## config.mk

```make
export PLATFORM = sky130hd
export DESIGN_NAME = multicycle_ctrl
export DESIGN_NICKNAME = d
export VERILOG_FILES = /design/src/rtl/cpu_pkg.sv /design/src/rtl/instr_class_decode.sv /design/src/rtl/multicycle_ctrl.sv
export SDC_FILE = /design/constraint.sdc
export NUM_CORES = 1
export LEC_CHECK = 0
export BUFFER_PORTS_ARGS = -buffer_cell sky130_fd_sc_hd__buf_2
export CAP_MARGIN = 20
export CELL_PAD_IN_SITES_DETAIL_PLACEMENT = 2
export CELL_PAD_IN_SITES_GLOBAL_PLACEMENT = 2
export CORE_MARGIN = 2
export CORE_UTILIZATION = 31
export DETAILED_ROUTE_END_ITERATION = 7
export GPL_TIMING_DRIVEN = 0
export PLACE_DENSITY = 0.86
export SYNTH_ARGS = -nofsm -noshare
export SYNTH_HDL_FRONTEND = slang
export SYNTH_SLANG_ARGS = --single-unit
```

## constraint.sdc

```tcl
create_clock -name clk -period 2.1 [get_ports clk]
set_input_delay 0.315 -clock clk [delete_from_list [all_inputs] [get_ports clk]]
set_output_delay 0.315 -clock clk [all_outputs]
set_load 0.03 [all_outputs]
```

## src/rtl/cpu_pkg.sv

```systemverilog
// Shared definitions for the single-cycle and multicycle control units:
// FSM states, instruction classes, opcodes, ALU operation and trap encodings.
package cpu_pkg;

    typedef enum logic [2:0] {
        ST_IDLE   = 3'd0,
        ST_FETCH  = 3'd1,
        ST_DECODE = 3'd2,
        ST_EXEC   = 3'd3,
        ST_MEM    = 3'd4,
        ST_WB     = 3'd5,
        ST_TRAP   = 3'd6,
        ST_BAD    = 3'd7
    } state_t;

    typedef enum logic [2:0] {
        CLS_NONE   = 3'd0,
        CLS_R      = 3'd1,
        CLS_LOAD   = 3'd2,
        CLS_STORE  = 3'd3,
        CLS_BRANCH = 3'd4
    } iclass_t;

    localparam logic [6:0] OP_RTYPE  = 7'b0110011;
    localparam logic [6:0] OP_LOAD   = 7'b0000011;
    localparam logic [6:0] OP_STORE  = 7'b0100011;
    localparam logic [6:0] OP_BRANCH = 7'b1100011;

    localparam logic [1:0] ALU_ADD   = 2'b00;
    localparam logic [1:0] ALU_SUB   = 2'b01;
    localparam logic [1:0] ALU_FUNCT = 2'b10;

    localparam logic [1:0] CAUSE_NONE    = 2'b00;
    localparam logic [1:0] CAUSE_ILLEGAL = 2'b01;
    localparam logic [1:0] CAUSE_TIMEOUT = 2'b10;

    function automatic logic is_mem_class(input iclass_t c);
        return (c == CLS_LOAD) || (c == CLS_STORE);
    endfunction

endpackage

```

## src/rtl/instr_class_decode.sv

```systemverilog
// Combinational opcode classifier: maps a 7-bit opcode onto an instruction
// class and flags anything outside the supported set as illegal.
module instr_class_decode
    import cpu_pkg::*;
(
    input  logic [6:0] opcode,
    output iclass_t    iclass,
    output logic       legal
);

    always_comb begin
        iclass = CLS_NONE;
        legal  = 1'b0;
        case (opcode)
            OP_RTYPE: begin
                iclass = CLS_R;
                legal  = 1'b1;
            end
            OP_LOAD: begin
                iclass = CLS_LOAD;
                legal  = 1'b1;
            end
            OP_STORE: begin
                iclass = CLS_STORE;
                legal  = 1'b1;
            end
            OP_BRANCH: begin
                iclass = CLS_BRANCH;
                legal  = 1'b1;
            end
            default: begin
                iclass = CLS_NONE;
                legal  = 1'b0;
            end
        endcase
    end

endmodule

```

## src/rtl/multicycle_ctrl.sv

```systemverilog
// Multicycle CPU control FSM: sequences fetch/decode/execute/memory/writeback,
// counts retired instructions and traps on illegal opcodes or memory timeouts.
module multicycle_ctrl
    import cpu_pkg::*;
#(
    parameter int MEM_TIMEOUT = 16
) (
    input  logic        clk,
    input  logic        rst_n,
    input  logic        run,
    input  logic [6:0]  opcode,
    input  logic        mem_ready,
    input  logic        alu_zero,
    output logic        pc_write,
    output logic        ir_write,
    output logic        mem_req,
    output logic        mem_we,
    output logic        iord,
    output logic        reg_write,
    output logic        mem_to_reg,
    output logic        alu_src,
    output logic [1:0]  alu_op,
    output logic [2:0]  state,
    output logic        instr_done,
    output logic [15:0] retired,
    output logic        trap,
    output logic [1:0]  trap_cause
);

    localparam int WAIT_W = $clog2(MEM_TIMEOUT + 1);
    localparam logic [WAIT_W-1:0] LAST_WAIT = WAIT_W'(MEM_TIMEOUT - 1);

    state_t            state_q;
    state_t            state_d;
    iclass_t           class_q;
    iclass_t           dec_class;
    logic              dec_legal;
    logic [WAIT_W-1:0] wait_cnt;
    logic [15:0]       retired_q;
    logic              trap_q;
    logic [1:0]        cause_q;
    logic              retire;
    logic              cause_load;
    logic [1:0]        cause_d;
    logic              timed_out;
    state_t            boundary;

    instr_class_decode u_decode (
        .opcode (opcode),
        .iclass (dec_class),
        .legal  (dec_legal)
    );

    assign timed_out = !mem_ready && (wait_cnt == LAST_WAIT);
    assign boundary  = run ? ST_FETCH : ST_IDLE;

    // Next-state and control decode; only the fetch strobes, branch pc_write
    // and memory-completion retire look at live inputs.
    always_comb begin
        state_d    = state_q;
        retire     = 1'b0;
        cause_load = 1'b0;
        cause_d    = CAUSE_NONE;
        pc_write   = 1'b0;
        ir_write   = 1'b0;
        mem_req    = 1'b0;
        mem_we     = 1'b0;
        iord       = 1'b0;
        reg_write  = 1'b0;
        mem_to_reg = 1'b0;
        alu_src    = 1'b0;
        alu_op     = ALU_ADD;
        case (state_q)
            ST_IDLE: begin
                if (run) state_d = ST_FETCH;
            end
            ST_FETCH: begin
                mem_req = 1'b1;
                if (mem_ready) begin
                    ir_write = 1'b1;
                    pc_write = 1'b1;
                    state_d  = ST_DECODE;
                end else if (timed_out) begin
                    state_d    = ST_TRAP;
                    cause_load = 1'b1;
                    cause_d    = CAUSE_TIMEOUT;
                end
            end
            ST_DECODE: begin
                if (dec_legal) begin
                    state_d = ST_EXEC;
                end else begin
                    state_d    = ST_TRAP;
                    cause_load = 1'b1;
                    cause_d    = CAUSE_ILLEGAL;
                end
            end
            ST_EXEC: begin
                if (class_q == CLS_R) begin
                    alu_op  = ALU_FUNCT;
                    state_d = ST_WB;
                end else if (is_mem_class(class_q)) begin
                    alu_src = 1'b1;
                    state_d = ST_MEM;
                end else if (class_q == CLS_BRANCH) begin
                    alu_op   = ALU_SUB;
                    pc_write = alu_zero;
                    retire   = 1'b1;
                    state_d  = boundary;
                end else begin
                    state_d    = ST_TRAP;
                    cause_load = 1'b1;
                    cause_d    = CAUSE_ILLEGAL;
                end
            end
            ST_MEM: begin
                mem_req = 1'b1;
                iord    = 1'b1;
                mem_we  = (class_q == CLS_STORE);
                if (mem_ready) begin
                    if (class_q == CLS_STORE) begin
                        retire  = 1'b1;
                        state_d = boundary;
                    end else begin
                        state_d = ST_WB;
                    end
                end else if (timed_out) begin
                    state_d    = ST_TRAP;
                    cause_load = 1'b1;
                    cause_d    = CAUSE_TIMEOUT;
                end
            end
            ST_WB: begin
                reg_write  = 1'b1;
                mem_to_reg = (class_q == CLS_LOAD);
                retire     = 1'b1;
                state_d    = boundary;
            end
            default: begin
                state_d = ST_TRAP;
            end
        endcase
    end

    always_ff @(posedge clk or negedge rst_n) begin
        if (!rst_n) begin
            state_q <= ST_IDLE;
            class_q <= CLS_NONE;
        end else begin
            state_q <= state_d;
            if (state_q == ST_DECODE) class_q <= dec_class;
        end
    end

    // The wait counter restarts whenever a memory-access state is freshly entered.
    always_ff @(posedge clk or negedge rst_n) begin
        if (!rst_n) begin
            wait_cnt <= '0;
        end else if ((state_d != state_q) && (state_d == ST_FETCH || state_d == ST_MEM)) begin
            wait_cnt <= '0;
        end else if ((state_q == ST_FETCH || state_q == ST_MEM) && !mem_ready) begin
            wait_cnt <= wait_cnt + WAIT_W'(1);
        end
    end

    always_ff @(posedge clk or negedge rst_n) begin
        if (!rst_n) begin
            retired_q <= 16'd0;
            trap_q    <= 1'b0;
            cause_q   <= CAUSE_NONE;
        end else begin
            if (retire) retired_q <= retired_q + 16'd1;
            if (state_d == ST_TRAP) trap_q <= 1'b1;
            if (cause_load) cause_q <= cause_d;
        end
    end

    assign state      = state_q;
    assign instr_done = retire;
    assign retired    = retired_q;
    assign trap       = trap_q;
    assign trap_cause = cause_q;

endmodule

```

After elaboration in Yosys (flattened, before gate mapping)
Index checks and enable logic that the tools add are counted.
{"block": "classes", "add_sub_neg": 2, "eq_ne": 18, "n_mux": 53, "n_reduce_logical": 11}
{"cell": "2-to-1 mux 1 bit", "count": 32}
{"cell": "2-to-1 mux 3 bit", "count": 9}
{"cell": "case mux 3 bit (6 select lines)", "count": 1}
{"cell": "adder 16 x 1 -> 16 bit, second input constant", "count": 1}
{"cell": "equality test 3 bit, second input constant", "count": 5}
{"cell": "equality test 7 x 6 -> 1 bit, second input constant", "count": 2}
{"cell": "equality test 3 x 2 -> 1 bit, second input constant", "count": 4}
{"cell": "case mux 3 bit (4 select lines)", "count": 1}
{"cell": "2-to-1 mux 5 bit", "count": 2}
{"cell": "equality test 3 x 1 -> 1 bit, second input constant", "count": 3}
{"cell": "2-to-1 mux 2 bit", "count": 4}
{"cell": "equality test 7 x 2 -> 1 bit, second input constant", "count": 1}
{"cell": "equality test 7 bit, second input constant", "count": 1}
{"cell": "case mux 1 bit (3 select lines)", "count": 2}
{"cell": "case mux 2 bit (3 select lines)", "count": 1}
{"cell": "adder 5 x 1 -> 5 bit, second input constant", "count": 1}
{"cell": "equality test 5 x 4 -> 1 bit, second input constant", "count": 1}
{"cell": "OR reduction 4 bit", "count": 1}
{"cell": "logical AND 1 bit", "count": 3}
{"cell": "logical NOT 3 bit", "count": 1}
{"cell": "logical OR 1 bit", "count": 3}
{"cell": "!= test 3 bit", "count": 1}
{"cell": "case mux 1 bit (2 select lines)", "count": 1}
{"cell": "nonzero test 2 bit", "count": 1}
{"cell": "2 further kinds", "count": 2}
{"block": "totals", "ff_bits": 30, "input_bits": 12, "output_inout_bits": 33, "word_cells": 90}

Logic depth before layout (Yosys ltp)
Gate-level depths: netlist (run 1).
{"block": "depth", "depth_word": 9, "mapped_depth": 8, "ltp_nobuf": 8}

Cells and area by module
From an unflattened synthesis (run 1), not the netlist that was laid out.
{"block": "hier_totals", "cells_unflattened": 161, "area_unflattened_um2": 1685.4}
{"mod": "multicycle_ctrl", "n_inst": 1, "cells_per_inst": 152, "area_each_um2": 1631.6, "seq_area_each_um2": 750.7}
{"mod": "instr_class_decode", "n_inst": 1, "cells_per_inst": 9, "area_each_um2": 53.8, "seq_area_each_um2": 0.0}

Least setup slack after synthesis (run 1)
OpenSTA, ideal clock, no wires.
{"block": "synth_timing", "kind": "register -> register", "startpoint": "register state_q[2] (netlist: state[2])", "endpoint": "register wait_cnt[0]", "setup_ns": 0.159, "arrival_time_ns": 2.241, "t_required_ns": 1.941, "setup_slack_ns": -0.300, "stages_incl_launch_ff": 7, "path_buffers": 1, "period_less_slack_ns": 2.400, "cell_sequence": "dfrtp_1 > clkbuf_2 > nor3b_1 > nand2_1 > o2bb2ai_1 > a211oi_2 > nor3_1"}
{"block": "synth_via", "elab_chain_cells": 7, "word_cells_on_any_way": 20, "classes_between": "eq/ne: 8; mux: 6; reduce/logical: 6"}
{"item": "start: declaration", "line_no": "multicycle_ctrl.sv:33", "rtl": "state_t state_q;"}
{"item": "start signal: assignment", "line_no": "multicycle_ctrl.sv:150", "rtl": "state_q <= state_d;"}
{"item": "2-to-1 mux 3 bit", "line_no": "multicycle_ctrl.sv:83, multicycle_ctrl.sv:127"}
{"item": "2-to-1 mux 3 bit (on tied branches)", "line_no": "multicycle_ctrl.sv:120, multicycle_ctrl.sv:79"}
{"item": "case mux 3 bit (6 select lines)", "line_no": "multicycle_ctrl.sv:73", "rtl": "case (state_q)"}
{"item": "equality test 3 x 1 -> 1 bit / equality test 3 bit (equally long branches)", "line_no": "multicycle_ctrl.sv:159", "rtl": "end else if ((state_d != state_q) && (state_d == ST_FETCH || state_d == ST_MEM)) begin"}
{"item": "logical OR 1 bit", "line_no": "multicycle_ctrl.sv:159"}
{"item": "logical AND 1 bit", "line_no": "multicycle_ctrl.sv:159"}
{"item": "2-to-1 mux 5 bit / nonzero test 2 bit (equally long branches)"}
{"item": "end signal: assignment", "line_no": "multicycle_ctrl.sv:162", "rtl": "wait_cnt <= wait_cnt + WAIT_W'(1);"}
{"item": "end: declaration", "line_no": "multicycle_ctrl.sv:38", "rtl": "logic [WAIT_W-1:0] wait_cnt;"}
Several ways; a longest one is shown, not always the timed one.
A chain may end at the register's enable or synchronous reset.

Worst setup path in the final report (run 1)
{"block": "layout_timing", "startpoint": "register state_q[2] (netlist: state[2])", "endpoint": "output port pc_write"}
{"block": "layout_via", "elab_chain_cells": 2, "word_cells_on_any_way": 3, "classes_between": "eq/ne: 2; mux: 1"}
{"item": "equality test 3 x 2 -> 1 bit / equality test 3 x 1 -> 1 bit (equally long branches)", "line_no": "multicycle_ctrl.sv:73"}
{"item": "case mux 1 bit (2 select lines) (*)", "line_no": "multicycle_ctrl.sv:73"}
{"item": "end: declaration", "line_no": "multicycle_ctrl.sv:14", "rtl": "output logic pc_write,"}
Mark *: on every way between the ends. The rest lies on a longest branch, timed or not.

==> impl_results.md, run 1 <==
- Sequential share of power: 0.525
- Mapped Cells: 169
- Comb pwr share: 0.034
- Crit. End Element: primary output
- Period utilization: 0.957
- Final worst slack: 0.0908 ns
- CTS H-tree lvls: 2
- Max VDD drop: 269 uV
- Syn_nets: 184
- Placed instance area: 1980 sq um
- Syn Area/Cell: 9.82 sq um
- Core Box Area: 5140 sq um
- GRT met1 Usage: 0.216
- Sw Pwr: 0.251 mW
- Clk_lat worst skew: 0.29 ns
- Post-route DRC violation count: 0
- Pins Over Slew Limit: 0
- Clock Tree Root: clkbuf_8
- Layout area overhead: 31.0%
- Initial antenna violation count: 0
- Die width: 77.2 um
- Via/cell ratio: 5.15
- Synth area leaders: dfrtp_1, xnor2_1, nand2_1, nand3_1, nor3_1
- WL final: 4.94 mm
- Rows: 26
- Antenna Nets Post-Route: 0
- DR pass1 iterations: 4
- PD cells: 509 nW/um^2
- TritonCTS clock tree: done
- Share of the synthesized area in the top cell type: 0.452
- Post-Syn Area: 1660 sq um
- Util after Layout: 0.423
- GRT met3 Usage: 0.0353
- Largest net degree at the start of global routing: 31
- Status: finished, final reports clean
- FFs w/ async S/R, synth: 1.00
- Leakage: 0.984 nW
- Setup CP Type: flip-flop to primary output
- Internal: 0.855 mW
- Worst Setup Start Kind: flip-flop
- Sw Share: 0.227
- CP Max Fanout: 4
- Met2 Track Usage GR: 0.299
- Clock Path Buffers: 2
- FMAX: 498 MHz
- Total grt overflow: 0
- Avg WL per Cell: 16.8 um
- Layout cells sized above 1: 0.379
- Clock power share: 0.440
- Total clock buffers created by CTS: 5
- IO Count: 45
- Netlist cell types: 44
- I/O Buffers: 44
- Pre-CTS WS: -0.0737 ns
- Hold crit path type: primary input to asynchronous set/reset pin
- GRT Overall Usage: 0.175
- Worst Path Arrival: 1.69 ns
- YS warnings: 0
- Final setup fails: 0
- First-pass GRT wire length: 8.24 mm
- Vias: 1514
- Grt peak-use layer: met2
- Gpl congestion: 0.788
- Die Height: 77.2 um
- R2R cell count: 9
- Final Hold Fails: 0
- Diodes inserted: 0
- Final #Nets: 238
- Post-DP HPWL: 3.52 mm
- CTS sink cnt: 30
- Max_slew headroom: 0.544
- Seq/Total Area, Yosys: 0.452
- Cell taking the most area after synthesis: dfrtp_1
- Fin Clk Skew: 0.00620 ns
- Req. time, crit path: 1.78 ns
- DRT iter0 DRCs: 63
- Post-synth top flop: dfrtp_1
- Design Area, Final: 2180 sq um
- MaxCap Viol Count: 0
- Initial Utilization: 0.323
- Number of global-route vias before repair: 1664
- Fin crit period: 2.01 ns
- Die Footprint: 5960 sq um
- Worst-path clk slew: 0.07 ns
- #FFs+latches synth: 30
- Worst Tran Pin Value: 0.684 ns
- Post-synth EDFFs: 0
==> through the flow <==
step                      total power [mW]  hold slack (ns)  TNS, ns  std cells
after detailed placement             0.629            0.408   -0.281        283
after floorplan                      0.600           0.0194        0        169
after global routing                  1.16            0.113  -0.0523        294
after global placement               0.627            0.397   -0.233        283
final                                 1.11           0.0725        0        294
after CTS                             1.12           0.0939        0        292
==> timing repair <==
action,4_1_cts,5_1_grt
setup buffers,1,2
cloned,0,0
endpoints found under the setup margin,7,10
resized for setup,5,14
hold buffers,0,0
pin swaps,1,3
==> final timing paths <==
kind,from,endpoint,slack [ns]
min in group clk,opcode[4],class_q[2],0.23
setup reg to reg,wait_cnt[1],wait_cnt[3],0.09
max in group asynchronous,rst_n,state[0],1.55
hold reg to reg,retired[15],retired[15],0.48
setup / recovery,state[2],pc_write,0.09
hold / removal,rst_n,trap_cause[0],0.07
==> cells in the mapped netlist (2+ instances only) <==
master    count
dfrtp_1      30
nand2_1      26
xnor2_1      14
nand3_1       8
nor3_1        8
inv_1         6
nand2b_1      6
nor2_1        6
buf_2         5
nor3b_1       5
and3_1        4
nand4_1       4
o21ai_0       4
xor2_1        4
a21oi_1       3
ha_1          3
nand3b_1      3
a211oi_2      2
nor2b_1       2
o21a_1        2
==> worst max-delay path: stages, from the launching register on <==
cell	delay [ns]
dfrtp_1	0.41
and3b_1	0.29
nand3_2	0.17
inv_1	0.19
a31o_2	0.17
buf_2	0.18
==> routing by layer <==
metal	vias up	wire length (um)
li1	706	-
met1	776	2050
met2	24	2640
met3	8	187
met4	0	65
met5	-	0
==> power groups by stage <==
stage | combinational [mW] | sequential [mW] | clock [mW]
2_1_floorplan | 0.00825 | 0.592 | 0
3_3_place_gp | 0.0354 | 0.592 | 0
3_5_place_dp | 0.0366 | 0.592 | 0
4_1_cts | 0.0369 | 0.581 | 0.503
5_1_grt | 0.0439 | 0.581 | 0.537
6_report | 0.0379 | 0.581 | 0.487
==> cells by family after synthesis <==
family / synth area share
simple gates: 0.249
flops: 0.452
compound gates: 0.136
xor+xnor: 0.0950
buf+inv: 0.0316
fa+ha+maj: 0.0226
mux: 0.0128
==> state kept, by name, indices dropped and copies added (netlist names) <==
signal and flops:
trap 1, state 3, wait_cnt 5, retired 16, trap_cause 2, class_q 3
==> placed cells by master, fill, tap and decap left out, types with 3 or more instances in the layout <==
cell type	n
o21ai_0	3
and3_1	3
buf_2	48
nand2b_1	6
xor2_1	4
nor3b_2	3
clkbuf_8	6
nand3_1	7
buf_4	3
nor2_1	5
nand4_1	4
inv_1	6
dfrtp_1	29
nand3b_1	3
nor3_2	6
nor3_1	3
xnor2_1	14
nand2_1	25
==> final cells by class <==
| class | instances | area [sq um] |
|---|---|---|
| fillers | 629 | 2960 |
| clock buffers | 6 | 82.6 |
| clock inverters | 2 | 12.5 |
| multi-input cells | 127 | 943 |
| flip-flops and latches | 30 | 752 |
| repair buffers | 47 | 243 |
| inverters | 6 | 22.5 |
| plain buffers | 6 | 32.5 |
| well taps | 70 | 87.6 |
No activity file was read; power rests on OpenSTA's default activity.
==> run 2, diff against run 1 <==
Settings changed: PLACE_DENSITY 0.86 to default, PLACE_DENSITY_LB_ADDON from default to 0.1.
==> run 2 against run 1 <==
- sequential power about the same
- maximum frequency rose by 0.59%
- register-to-register slack barely moved
- clock skew down 0.00088 ns
- sequential cell count unchanged
- clock power is 50% higher
- worst hold slack improved by 0.0029 ns
- sequential share of layout area shrank 0.53 points
- clock-buffer cell count stayed put
- non-clock buffer count is the same
- critical path type is now flip-flop to flip-flop
- largest cell class unchanged
- highest routed layer unchanged
==> impl_results.md, run 2 (same netlist as run 1, synthesis figures left out) <==
- Worst-path clk slew: 0.07 ns (about the same)
- Clock Tree Root: clkbuf_8 (unchanged)
- Final Hold Fails: 0 (unchanged)
- Capturing point of the worst reg2reg path: wait_cnt[0] (was wait_cnt[3])
- R2R setup slack: 0.10 ns (was 0.09 ns)
- Core Box Area: 5140 sq um (unchanged)
- Layout cells sized above 1: 0.366 (was 0.379)
- Crit. End Element: flip-flop (was primary output)
- R2R cell count: 9 (unchanged)
- Number of global-route vias before repair: 1655 (was 1664)
- Most frequent cells in the layout: buf_2, dfrtp_1, nand2_1, xnor2_1 (was buf_2, dfrtp_1, nand2_1, xnor2_1, nand3_1)
- FMAX: 501 MHz (was 498 MHz)
- CTS sink cnt: 30 (unchanged)
- Pre-CTS WS: -0.0892 ns (was -0.0737 ns)
- DRT iter0 DRCs: 51 (was 63)
- Req. time, crit path: 2.30 ns (was 1.78 ns)
- Worst Path Arrival: 2.20 ns (was 1.69 ns)
- PD cells: 612 nW/um^2 (was 509 nW/um^2)
- Max_slew headroom: 0.532 (was 0.544)
- Initial Utilization: 0.323 (unchanged)
- Most common cell after layout, fill and taps aside: buf_2 (unchanged)
- Period utilization: 0.951 (was 0.957)
- Status: finished, final reports clean (unchanged)
- Antenna Nets Post-Route: 0 (unchanged)
- Util after Layout: 0.430 (was 0.423)
- Max VDD drop: 266 uV (was 269 uV)
- MaxCap Viol Count: 0 (unchanged)
- Cts hold-fix bufs: 0 (unchanged)
- IO Count: 45 (unchanged)
- Final worst slack: 0.103 ns (was 0.0908 ns)
- R2r startpoint: wait_cnt[1] (unchanged)
- Avg WL per Cell: 17.1 um (was 16.8 um)
- GRT Overall Usage: 0.181 (was 0.175)
- First-pass GRT wire length: 8.45 mm (was 8.24 mm)
- Hold crit path type: primary input to asynchronous set/reset pin (unchanged)
- Setup CP Type: flip-flop to flip-flop (was flip-flop to primary output)
- Fin crit period: 2.00 ns (was 2.01 ns)
- Die width: 77.2 um (unchanged)
- Die Footprint: 5960 sq um (unchanged)
- Rows: 26 (unchanged)
- Total chip power: 1.35 mW (was 1.11 mW)
- Total grt overflow: 0 (unchanged)
- Via/cell ratio: 5.01 (was 5.15)
- Pins Over Slew Limit: 0 (unchanged)
- Diodes inserted: 0 (unchanged)
- Initial antenna violation count: 0 (unchanged)
- Largest net degree at the start of global routing: 31 (unchanged)
- Design Area, Final: 2210 sq um (was 2180 sq um)
- CTS H-tree lvls: 2 (unchanged)
- Vias: 1473 (was 1514)
- Final #Nets: 238 (unchanged)
- Placed instance area: 1980 sq um (unchanged)
- WL final: 5.04 mm (was 4.94 mm)
- RSZ-0062 raised after global routing: true
- TritonCTS clock tree: done (unchanged)
- Gpl congestion: 0.757 (was 0.788)
- Largest register FFs: 16 (unchanged)
- Clk_lat worst skew: 0.28 ns (was 0.29 ns)
- Final setup fails: 0 (unchanged)
- Clock Path Buffers: 2 (unchanged)
- Post-DP HPWL: 3.78 mm (was 3.52 mm)
- Post-route DRC violation count: 0 (unchanged)
- Total clock buffers created by CTS: 5 (unchanged)
- Worst Tran Pin Value: 0.702 ns (was 0.684 ns)
- Fin Clk Skew: 0.00532 ns (was 0.00620 ns)
- Layout area overhead: 33.1% (was 31.0%)
- I/O Buffers: 44 (unchanged)
- Worst Setup Start Kind: flip-flop (unchanged)
- DR pass1 iterations: 4 (unchanged)
- Die Height: 77.2 um (unchanged)
- Leakage: 0.992 nW (was 0.984 nW)
- CP Max Fanout: 5 (was 4)
run 2: worst max-delay path by stage:
stage,start,to,cells after the start
floorplan,state[2],wait_cnt[0],6
global placement,wait_cnt[0],wait_cnt[4],8
detailed placement,wait_cnt[0],wait_cnt[4],8
CTS,wait_cnt[0],wait_cnt[4],9
global route,wait_cnt[0],wait_cnt[2],9
finish,wait_cnt[1],wait_cnt[0],9
run 2: per-layer routing:
layer / vias to the layer above / track usage / share of wire
met1: 734 / 0.218 / 0.42
met3: 7 / 0.0400 / 0.038
met5: - / 0 / 0
met2: 30 / 0.326 / 0.53
li1: 702 / - / -
met4: 0 / 0.0482 / 0.012
run 2: layout make-up:
type	count	area (sq um)
fillers	598	2930
well taps	70	87.6
clock buffers	6	82.6
flip-flops and latches	30	752
inverters	6	25.0
multi-input cells	127	930
repair buffers	47	243
plain buffers	6	30.0
clock inverters	2	60.1
run 2: power by group:
part	leakage, nW	switching, mW	internal, mW	total, mW
combinational	0.555	0.0256	0.0138	0.0394
clock	0.0714	0.226	0.506	0.732
sequential	0.366	0.00135	0.580	0.581
run 2: through the flow:
stage | setup TNS (ns) | instances | hold slack [ns]
floorplan | 0 | 169 | 0.0194
detailed placement | -0.384 | 283 | 0.405
global placement | 0 | 283 | 0.379
global route | -0.0360 | 294 | 0.112
CTS | 0 | 292 | 0.0925
finish | 0 | 294 | 0.0754
run 2: what timing repair did:
action                     in CTS  in global routing
resized for setup               8                  8
setup endpoints to repair       7                  8
gates cloned                    0                  0
buffers inserted                1                  2
pin swaps                       1                  3
run 2: worst max-delay path: stages (launching register included):
cell      delay, ns
dfrtp_1        0.38
ha_2           0.20
and3_4         0.19
ha_4           0.14
nor2_1         0.06
a221o_1        0.32
a21oi_2        0.18
a211oi_2       0.08
buf_4          0.17
nor3_1         0.18
==> run 3, diff against run 2 <==
Settings changed: ABC_AREA from default to 1, CORE_UTILIZATION 31 to 30.
==> run 3 against run 2 <==
- wire length grew 8.5%
- largest cell class unchanged
- final area grew 6.6%
- synthesized cell count grew 46%
- highest routed layer unchanged
- combinational power is essentially flat
- total power shrank 17%
- clock skew grew 0.0075 ns
- area after synthesis grew 13%
- sequential power is essentially flat
- sequential share of layout area shrank 2.0 points
- clock power shrank 32%
==> impl_results.md, run 3 <==
- #FFs+latches synth: 30 (unchanged)
- FMAX: 511 MHz (was 501 MHz)
- Period utilization: 0.932 (was 0.951)
- Netlist cell types: 31 (was 44)
- IO Count: 45 (unchanged)
- Worst-path clk slew: 0.08 ns (was 0.07 ns)
- Cell taking the most area after synthesis: dfrtp_1 (unchanged)
- CP delay by family, top: simple AND/OR/NAND/NOR gates (was compound AO/OA/AOI/OAI gates)
- TritonCTS clock tree: done (unchanged)
- Clock power share: 0.445 (was 0.541)
- Cts hold-fix bufs: 0 (unchanged)
- Fillers: 718 (was 598)
- Max VDD drop: 268 uV (was 266 uV)
- CP Max Fanout: 5 (unchanged)
- Max_slew headroom: 0.515 (was 0.532)
- Core Box Area: 5990 sq um (was 5140 sq um)
- Worst Setup Start Kind: flip-flop (unchanged)
- MaxCap Viol Count: 0 (unchanged)
- Sequential share of power: 0.520 (was 0.430)
- Post-Syn Area: 1880 sq um (was 1660 sq um)
- YS warnings: 0 (unchanged)
- Post-route DRC violation count: 0 (unchanged)
- Design Area, Final: 2350 sq um (was 2210 sq um)
- Fin Clk Skew: 0.0128 ns (was 0.00532 ns)
- Initial Utilization: 0.314 (was 0.323)
- Critical-path cell list: ha_2 > and3_1 > ha_2 > inv_1 > nor2_4 > nand3_2 > nand3_2 > nor2_4 > nand2_2 > nand2_1 > nand2_2 > nand3_4 > nand2_1 > inv_1 (was ha_2 > and3_4 > ha_4 > nor2_1 > a221o_1 > a21oi_2 > a211oi_2 > buf_4 > nor3_1)
- Clk_lat worst skew: 0.29 ns (was 0.28 ns)
- Die Height: 83.2 um (was 77.2 um)
- Number of global-route vias before repair: 1928 (was 1655)
- Most instantiated library cell after synthesis: nand2_1 (was dfrtp_1)
- Most common cell after layout, fill and taps aside: nand2_1 (was buf_2)
- Post-synth EDFFs: 0 (unchanged)
- Vias: 1762 (was 1473)
- Sw Share: 0.234 (was 0.187)
- Syn Area/Cell: 7.61 sq um (was 9.82 sq um)
- Largest register FFs: 16 (unchanged)
- Total clock buffers created by CTS: 5 (unchanged)
- DRT iter0 DRCs: 33 (was 51)
- Diodes inserted: 0 (unchanged)
- Final setup fails: 0 (unchanged)
- FF/Latch Area: 754 sq um (was 752 sq um)
- Share of the synthesized area in the top cell type: 0.399 (was 0.452)
- Avg WL per Cell: 14.7 um (was 17.1 um)
- Internal: 0.856 mW (was 1.10 mW)
- Total chip power: 1.12 mW (was 1.35 mW)
- Die width: 83.2 um (was 77.2 um)
- Syn_nets: 262 (was 184)
- Antenna Nets Post-Route: 0 (unchanged)
- Comb pwr share: 0.035 (was 0.029)
- First-pass GRT wire length: 9.38 mm (was 8.45 mm)
- Hold crit path type: primary input to asynchronous set/reset pin (unchanged)
- Worst Path Arrival: 2.18 ns (was 2.20 ns)
- Largest stage delay on the critical path: 0.41 ns (was 0.38 ns)
- Pins Over Slew Limit: 0 (unchanged)
- CTS H-tree lvls: 2 (unchanged)
- Worst Tran Pin Value: 0.728 ns (was 0.702 ns)
- Crit. End Element: flip-flop (unchanged)
- I/O Buffers: 44 (unchanged)
- Clock Path Buffers: 2 (unchanged)
- Req. time, crit path: 2.32 ns (was 2.30 ns)
- Leakage: 1.19 nW (was 0.992 nW)
- Sw Pwr: 0.262 mW (was 0.253 mW)
- Worst Path Buf+Inv: 2 (was 1)
- Synth area leaders: dfrtp_1, nand2_1, inv_1, nor2_1, nand3_1 (was dfrtp_1, xnor2_1, nand2_1, nand3_1, nor3_1)
- Placed instance area: 2190 sq um (was 1980 sq um)
- Post-synth top flop: dfrtp_1 (unchanged)
- Post-DP HPWL: 4.13 mm (was 3.78 mm)
- Slowest CP cell: dfrtp_1 (unchanged)
- WL final: 5.47 mm (was 5.04 mm)
- Total grt overflow: 0 (unchanged)
- Multi-input combinational cell area: 998 sq um (was 930 sq um)
- Largest net degree at the start of global routing: 31 (unchanged)
- Final Hold Fails: 0 (unchanged)
- Via/cell ratio: 4.72 (was 5.01)
- PD cells: 475 nW/um^2 (was 612 nW/um^2)
- Gpl congestion: 0.712 (was 0.757)
- Post-synth top cells: nand2_1, inv_1, dfrtp_1, nor2_1, nand3_1 (was dfrtp_1, nand2_1, xnor2_1, nand3_1, nor3_1)
- Final #Nets: 312 (was 238)
- Layout cells sized above 1: 0.299 (was 0.366)
- Most frequent cells in the layout: nand2_1, buf_2, inv_1, dfrtp_1, nor2_1 (was buf_2, dfrtp_1, nand2_1, xnor2_1)
- FFs w/ async S/R, synth: 1.00 (unchanged)
- Rows: 28 (was 26)
- Layout area overhead: 25.2% (was 33.1%)
- Mapped Cells: 247 (was 169)
- Setup TNS: 0 ns (unchanged)
- Fin crit period: 1.96 ns (was 2.00 ns)
- Status: finished, final reports clean (unchanged)
- Setup CP Type: flip-flop to flip-flop (unchanged)
- DR pass1 iterations: 3 (was 4)
- Initial antenna violation count: 0 (unchanged)
- CTS sink cnt: 30 (unchanged)
- GRT Overall Usage: 0.168 (was 0.181)
- Die Footprint: 6920 sq um (was 5960 sq um)
- Clock Tree Root: clkbuf_8 (unchanged)
- Seq/Total Area, Yosys: 0.399 (was 0.452)
## run 3: changes by cell type in the layout (fill, tap and decap cells not counted), sizes merged, moves of 5 or more
cell and change:
nand3 +16, nand2b -6, nand2 +37, xor2 +5, nor3b -5, buf -6
nor2 +27, xnor2 -10, inv +36, nand4 +6
## run 3: path summary, 6_finish.rpt
kind | from | end | slack [ns] | depth (start not counted)
min | rst_n | class_q[2] | 0.08 | 1
min reg2reg | trap | trap | 0.48 | 1
min in group clk | opcode[5] | class_q[0] | 0.30 | 3
max reg2reg | wait_cnt[0] | wait_cnt[2] | 0.14 | 14
max in group asynchronous | rst_n | state[1] | 1.50 | 1
max | wait_cnt[0] | wait_cnt[2] | 0.14 | 14
## run 3: metrics by stage
step | std cells | worst slack (ns) | util | hold slack, ns
after floorplan | 247 | 0.156 | - | 0.0194
after global placement | 366 | 0.137 | 0.366 | 0.418
after detailed placement | 366 | 0.0957 | 0.366 | 0.424
after CTS | 374 | 0.00709 | 0.386 | 0.110
after global routing | 373 | -0.0388 | 0.393 | 0.125
final | 373 | 0.143 | 0.393 | 0.0817
## run 3: area by class of cell
class,count,area share
sequential,30,0.320
tap,75,0.0399
inverter,44,0.0728
multi-input combinational,170,0.424
buffer,2,0.00956
clock inverter,1,0.00213
clock buffer,7,0.0367
timing repair buffer,44,0.0946
## run 3: cells by family after synthesis
logic type / after synthesis / synth area share
compound gates: 15 / 0.0486
simple gates: 139 / 0.367
flops: 30 / 0.399
xor+xnor: 13 / 0.0605
fa+ha+maj: 3 / 0.0200
buf+inv: 47 / 0.105
## run 3: per-layer routing
metal | global-route usage | part of all wire
met1 | 0.222 | 0.48
met2 | 0.274 | 0.48
met3 | 0.0378 | 0.034
met4 | 0.0537 | 0.011
met5 | 0 | 0
## run 3: what timing repair did
action | in CTS | in global routing
setup endpoints to repair | 6 | 7
gates resized for setup | 7 | 13
buffers inserted | 0 | 0
pin swaps | 1 | 4
## run 3: power groups by stage
stage	logic [mW]	registers, mW	clock network, mW
4_1_cts	0.0406	0.581	0.524
3_5_place_dp	0.0403	0.592	0
5_1_grt	0.0463	0.581	0.550
6_report	0.0395	0.581	0.498
3_3_place_gp	0.0389	0.592	0
2_1_floorplan	0.0112	0.592	0
